### src/rtl/busblaster_pkg.sv
`default_nettype none
// +--------------------------------------------------------------------+
// | busblaster_pkg : shared state encoding and mode constants          |
// | Rev 1.0                                                            |
// +--------------------------------------------------------------------+
package busblaster_pkg;

  typedef enum logic [1:0] {
    IDLE  = 2'd0,
    TURN  = 2'd1,
    DRIVE = 2'd2
  } state_e;

  localparam logic MODE_JTAG = 1'b0;
  localparam logic MODE_SWD  = 1'b1;

endpackage : busblaster_pkg
`default_nettype wire

### src/rtl/pulse_stretch.sv
`default_nettype none
// +--------------------------------------------------------------------+
// | pulse_stretch : load-on-pulse down-counter, active while non-zero  |
// | Rev 1.0                                                            |
// +--------------------------------------------------------------------+
module pulse_stretch #(
  parameter int LEN = 1000
) (
  input  logic clk_i,
  input  logic rst_n_i,
  input  logic load_i,
  output logic active_o
);

  localparam int CW = $clog2(LEN + 1);

  logic [CW-1:0] cnt_q;
  logic [CW-1:0] cnt_d;

  // A load coincident with expiry simply reloads, so the output never gaps.
  always_comb begin
    cnt_d = cnt_q;
    if (load_i) begin
      cnt_d = CW'(LEN);
    end else if (cnt_q != '0) begin
      cnt_d = cnt_q - CW'(1);
    end
  end

  always_ff @(posedge clk_i) begin
    if (!rst_n_i) begin
      cnt_q <= '0;
    end else begin
      cnt_q <= cnt_d;
    end
  end

  assign active_o = (cnt_q != '0);

endmodule : pulse_stretch
`default_nettype wire

### src/rtl/jtag_drive_ctrl.sv
`default_nettype none
// +--------------------------------------------------------------------+
// | jtag_drive_ctrl : JTAG/SWD buffer-enable sequencer with hi-Z       |
// | turnaround, nSRST pulse stretcher and activity LED. Rev 1.0        |
// +--------------------------------------------------------------------+
module jtag_drive_ctrl
  import busblaster_pkg::*;
#(
  parameter int TURN_CYCLES = 4,
  parameter int SRST_CYCLES = 1000,
  parameter int LED_CYCLES  = 2000000
) (
  input  logic CLK,
  input  logic nRST,
  input  logic req_en,
  input  logic req_swd,
  input  logic swdio_dir,
  input  logic srst_req,
  input  logic activity,
  output logic swd_sel,
  output logic tck_oe_n,
  output logic tdi_oe_n,
  output logic tms_oe_n,
  output logic trst_oe_n,
  output logic srst_oe_n,
  output logic led_n,
  output logic busy
);

  localparam int TW = (TURN_CYCLES > 1) ? $clog2(TURN_CYCLES) : 1;

  state_e        state_q, state_d;
  logic [TW-1:0] cnt_q, cnt_d;
  logic          tgt_q, tgt_d;
  logic          cur_q, cur_d;
  logic          sel_q, sel_d;
  logic          dir_q;
  logic          tck_oe_n_q, jtag_oe_n_q, swd_drv_q, busy_q;
  logic          win_start;
  logic          srst_act, led_act;

  always_comb begin
    state_d   = state_q;
    cnt_d     = cnt_q;
    tgt_d     = tgt_q;
    cur_d     = cur_q;
    sel_d     = sel_q;
    win_start = 1'b0;
    unique case (state_q)
      IDLE: begin
        if (req_en) begin
          state_d   = TURN;
          win_start = 1'b1;
        end
      end
      TURN: begin
        if (!req_en) begin
          state_d = IDLE;
        end else if (req_swd != tgt_q) begin
          win_start = 1'b1;
        end else if (cnt_q == '0) begin
          state_d = DRIVE;
          cur_d   = tgt_q;
        end else begin
          cnt_d = cnt_q - TW'(1);
        end
      end
      DRIVE: begin
        if (!req_en) begin
          state_d = IDLE;
        end else if (req_swd != cur_q) begin
          state_d   = TURN;
          win_start = 1'b1;
        end
      end
      default: state_d = IDLE;
    endcase
    // Mux select only moves on a (re)started window, when every driver is going hi-Z.
    if (win_start) begin
      tgt_d = req_swd;
      sel_d = req_swd;
      cnt_d = TW'(TURN_CYCLES - 1);
    end
  end

  always_ff @(posedge CLK) begin
    if (!nRST) begin
      state_q     <= IDLE;
      cnt_q       <= '0;
      tgt_q       <= MODE_JTAG;
      cur_q       <= MODE_JTAG;
      sel_q       <= MODE_JTAG;
      dir_q       <= 1'b0;
      tck_oe_n_q  <= 1'b1;
      jtag_oe_n_q <= 1'b1;
      swd_drv_q   <= 1'b0;
      busy_q      <= 1'b0;
    end else begin
      state_q     <= state_d;
      cnt_q       <= cnt_d;
      tgt_q       <= tgt_d;
      cur_q       <= cur_d;
      sel_q       <= sel_d;
      dir_q       <= swdio_dir;
      tck_oe_n_q  <= (state_d != DRIVE);
      jtag_oe_n_q <= !((state_d == DRIVE) && (cur_d == MODE_JTAG));
      swd_drv_q   <= (state_d == DRIVE) && (cur_d == MODE_SWD);
      busy_q      <= (state_d == TURN);
    end
  end

  pulse_stretch #(.LEN(SRST_CYCLES)) u_srst (
    .clk_i    (CLK),
    .rst_n_i  (nRST),
    .load_i   (srst_req),
    .active_o (srst_act)
  );

  pulse_stretch #(.LEN(LED_CYCLES)) u_led (
    .clk_i    (CLK),
    .rst_n_i  (nRST),
    .load_i   (activity),
    .active_o (led_act)
  );

  assign swd_sel   = sel_q;
  assign tck_oe_n  = tck_oe_n_q;
  assign tdi_oe_n  = jtag_oe_n_q;
  assign trst_oe_n = jtag_oe_n_q;
  // SWDIO direction follows the registered host request while SWD is driving.
  assign tms_oe_n  = swd_drv_q ? ~dir_q : jtag_oe_n_q;
  assign srst_oe_n = ~srst_act;
  assign led_n     = ~(led_act | srst_act);
  assign busy      = busy_q;

endmodule : jtag_drive_ctrl
`default_nettype wire

### config.mk
export PLATFORM = sky130hd
export DESIGN_NAME = jtag_drive_ctrl
export DESIGN_NICKNAME = d
export VERILOG_FILES = /design/src/rtl/busblaster_pkg.sv /design/src/rtl/pulse_stretch.sv /design/src/rtl/jtag_drive_ctrl.sv
export SDC_FILE = /design/constraint.sdc
export NUM_CORES = 1
export LEC_CHECK = 0
export BUFFER_PORTS_ARGS = -buffer_cell sky130_fd_sc_hd__buf_2
export CAP_MARGIN = 20
export CORE_ASPECT_RATIO = 0.8
export CORE_MARGIN = 2
export CORE_UTILIZATION = 45
export DETAILED_ROUTE_END_ITERATION = 10
export HOLD_SLACK_MARGIN = 0.12
export MAX_ROUTING_LAYER = met4
export PLACE_DENSITY = 0.73
export RECOVER_POWER = 100
export SLEW_MARGIN = 15
export SYNTH_ARGS = -nofsm -noshare
export SYNTH_HDL_FRONTEND = slang
export SYNTH_SLANG_ARGS = --single-unit
### constraint.sdc
create_clock -name CLK -period 3.12 [get_ports CLK]
set_input_delay 0.624 -clock CLK [delete_from_list [all_inputs] [get_ports CLK]]
set_output_delay 0.624 -clock CLK [all_outputs]
set_load 0.02 [all_outputs]
==> impl_metrics.env <==
export IMPL_outcome="finished clean"
export IMPL_cpMostUsedCell="or4_4"
export IMPL_num_nets_final=278
export IMPL_critical_path_depth=5
export IMPL_final_area_sq_um=2300
export IMPL_wl_per_cell_microns=11.7
export IMPL_ys_flop_type="dfxtp_1"
export IMPL_synth_area_per_cell_sq_um=8.52
export IMPL_synth_nets=261
export IMPL_finClkSkew_ps=4.92
export IMPL_rrSetupSlack_ps=690
export IMPL_hp_class="reg -> reg"
export IMPL_synth_commonest_cells="42 x dfxtp_1, 34 x nor2_1, 21 x a21oi_1, 14 x inv_1"
export IMPL_cts_resized=0
export IMPL_cts_setup_buffers=0
export IMPL_synth_top_area_share_pct=40.3
export IMPL_worstSetupStartpoint="u_led.cnt_q[3]$_SDFFE_PP0P_"
export IMPL_cts_sinks=42
export IMPL_chipWidth_microns=80.2
export IMPL_hold_start="cnt_q[1]$_SDFFE_PN0P_"
export IMPL_critPathLaunchType="flip-flop"
export IMPL_drtIter0Drc=58
export IMPL_crit_chain="or4_4 > or4_4 > or2_1 > nor2_1 > clkbuf_2"
export IMPL_yosys_area_top_type="dfxtp_1"
export IMPL_min_period_ps=2990
export IMPL_crit_path_end_kind="output port"
export IMPL_synth_seq_cells=42
export IMPL_yosysMostFrequentCell="dfxtp_1"
export IMPL_rsz0062_at_grt="no"
export IMPL_whs_ps=485
export IMPL_ys_seq_area_share_pct=40.3
export IMPL_drt_first_pass_iters=4
export IMPL_hpwlAfterDp_mm=2.75
export IMPL_placed_area_sq_um=2220
export IMPL_cts_tree="done"
export IMPL_crit_path_top_delay_cell="or4_4"
export IMPL_portBuffers=14
export IMPL_routed_via_density=5.20
export IMPL_async_reset_ff_share_pct=0
export IMPL_worst_r2r_startpoint="u_led.cnt_q[3]$_SDFFE_PP0P_"
export IMPL_rows=22
export IMPL_syn_inst=245
export IMPL_die_y_microns=64.9
export IMPL_antenna_found_initial=0
export IMPL_cts_buffers=5
export IMPL_maxCapViolCount=0
export IMPL_setup_viol=0
export IMPL_ys_top_cells_by_area="dfxtp_1 40%, nor2_1 6.1%, ha_1 5.4%"
export IMPL_cp_required_ps=2500
export IMPL_grt_pass1_vias=1539
export IMPL_r2r_cells=5
export IMPL_critPathMaxStageDelay_ps=580
export IMPL_cpLargestDelayFamily="simple AND/OR/NAND/NOR gates"
export IMPL_initial_utilization_pct=46.3
export IMPL_htree_num_levels=2
export IMPL_vdd_ir_drop_max_mv=0.285
export IMPL_powerDensity_nw_per_um2=564
export IMPL_synth_edf_count=0
export IMPL_crit_buf_inv=1
export IMPL_slew_headroom_pct=29.4
export IMPL_via_count=1679
export IMPL_mappedNetlistArea_sq_um=2090
export IMPL_cts_path_max_buffers=2
export IMPL_finalNonFillerCells=323
export IMPL_setup_tns_ps=0
export IMPL_cp_endpoint="led_n"
export IMPL_slew_viol_final=0
export IMPL_ant_nets=0
export IMPL_clock_latency_ps=300
export IMPL_crit_type="reg -> out"
export IMPL_critPathMaxFanout=6
export IMPL_routabilityCongestion=0.825
export IMPL_layout_drive_gt1_share_pct=7.98
export IMPL_clock_fmax_ghz=0.335
export IMPL_final_period_utilization_pct=95.7
export IMPL_reg2reg_to="u_led.cnt_q[20]$_SDFFE_PN0P_"
export IMPL_placedCellCount=315
export IMPL_die_area_sq_um=5200
export IMPL_diodes=0
export IMPL_grt_use_total_pct=16.8
export IMPL_p_leak_nw=0.911
export IMPL_arrival_ps=2360
export IMPL_drc=0
export IMPL_synth_yosys_warnings=0
export IMPL_io_pins=15
export IMPL_cts_root_buf="clkbuf_8"
export IMPL_grt_overflow_total=0
export IMPL_drt_total_wl_mm=3.77
export IMPL_grt_pass1_wl_mm=6.64
export IMPL_tightest_slew_ps=1050
export IMPL_utilization_pct=51.0
export IMPL_clkSlewWorstSetupHoldPaths_ps=80
export IMPL_syn_to_final_growth_pct=10.2
export IMPL_synthDistinctLibCells=43
export IMPL_hold_viol=0
export IMPL_fp_coreArea_sq_um=4510
export IMPL_grt_max_degree=20
export IMPL_hold_buffers=0
## registers in the layout, summed over array words and instances, names as in the netlist
register      cells
u_led.cnt_q      21
u_srst.cnt_q     10
cnt_q             2
state_q           2
busy              1
cur_q             1
dir_q             1
swd_drv_q         1
swd_sel           1
tck_oe_n          1
tdi_oe_n          1
## routing by layer
layer  GRT usage (%)  vias to the layer above  routed length, microns
li1                -                      886                       -
met1            22.2                      758                    1990
met2            24.0                       30                    1530
met3            5.01                        5                     188
met4            6.99                        0                      60
met5               -                        -                       0
## area by class of cell
type | instances | area (sq um)
clock buffer | 6 | 82.6
inverter | 16 | 60.1
fill | 446 | 2210
multi-input combinational | 181 | 1160
sequential | 42 | 841
clock inverter | 2 | 12.5
tap | 60 | 75.1
timing repair buffer | 16 | 73.8
## worst reg2reg max path, cell delays in order (launching register included)
cell and delay [ps]:
dfxtp_1 360, or4_4 580, nor4_1 900, nand4_1 210, mux2i_1 180, a21oi_1 70
## per-stage QoR
step	setup slack [ps]	power, mW
2_1_floorplan	392	0.882
5_1_grt	19.1	1.40
3_3_place_gp	395	0.940
6_report	135	1.30
4_1_cts	23.7	1.32
3_5_place_dp	367	0.945
## placed cells by master (no fill, tap or decap), types with 3 or more instances in the layout
| cell type | synthesis | layout |
|---|---|---|
| nor2_1 | 34 | 34 |
| nand2_1 | 11 | 11 |
| xor2_1 | 11 | 11 |
| or3_1 | 6 | 6 |
| mux2i_1 | 5 | 5 |
| a21oi_1 | 21 | 21 |
| o21ai_0 | 7 | 7 |
| nand3_1 | 7 | 7 |
| a221oi_1 | 3 | 3 |
| ha_1 | 9 | 9 |
| clkbuf_1 | 3 | 9 |
| nand2b_1 | 4 | 4 |
| inv_1 | 14 | 14 |
| nor4_1 | 7 | 8 |
| clkbuf_8 | 0 | 6 |
| a211oi_1 | 4 | 4 |
| nor3_1 | 10 | 10 |
| dfxtp_1 | 42 | 42 |
| xnor2_1 | 11 | 11 |
| nand4_1 | 3 | 3 |
| buf_2 | 2 | 4 |
## worst min-delay path by stage
stage,slack [ps],cells after the start,endpoint
after floorplan,460,2,cnt_q[1]$_SDFFE_PN0P_
after global placement,470,2,cnt_q[1]$_SDFFE_PN0P_
after detailed placement,480,2,cnt_q[1]$_SDFFE_PN0P_
after CTS,490,2,cnt_q[1]$_SDFFE_PN0P_
after global routing,520,2,cnt_q[1]$_SDFFE_PN0P_
final,490,2,cnt_q[1]$_SDFFE_PN0P_
## report_power, final
group / total, mW / internal (mW) / switching (mW)
clock network: 0.366 / 0.178 / 0.188
registers: 0.625 / 0.583 / 0.0423
logic: 0.308 / 0.138 / 0.170
## kinds of logic (layout without fill, tap and decap cells)
group           count (synthesis)  count (layout)  share of synthesized area, %
simple gates                  101             101                          25.2
compound gates                 42              42                          12.2
flops                          42              42                          40.3
xor+xnor                       22              22                          9.23
buf+inv                        22              40                          4.25
fa+ha+maj                       9               9                          5.39
mux                             7               7                          3.48
(Power assumes the default switching activity.)
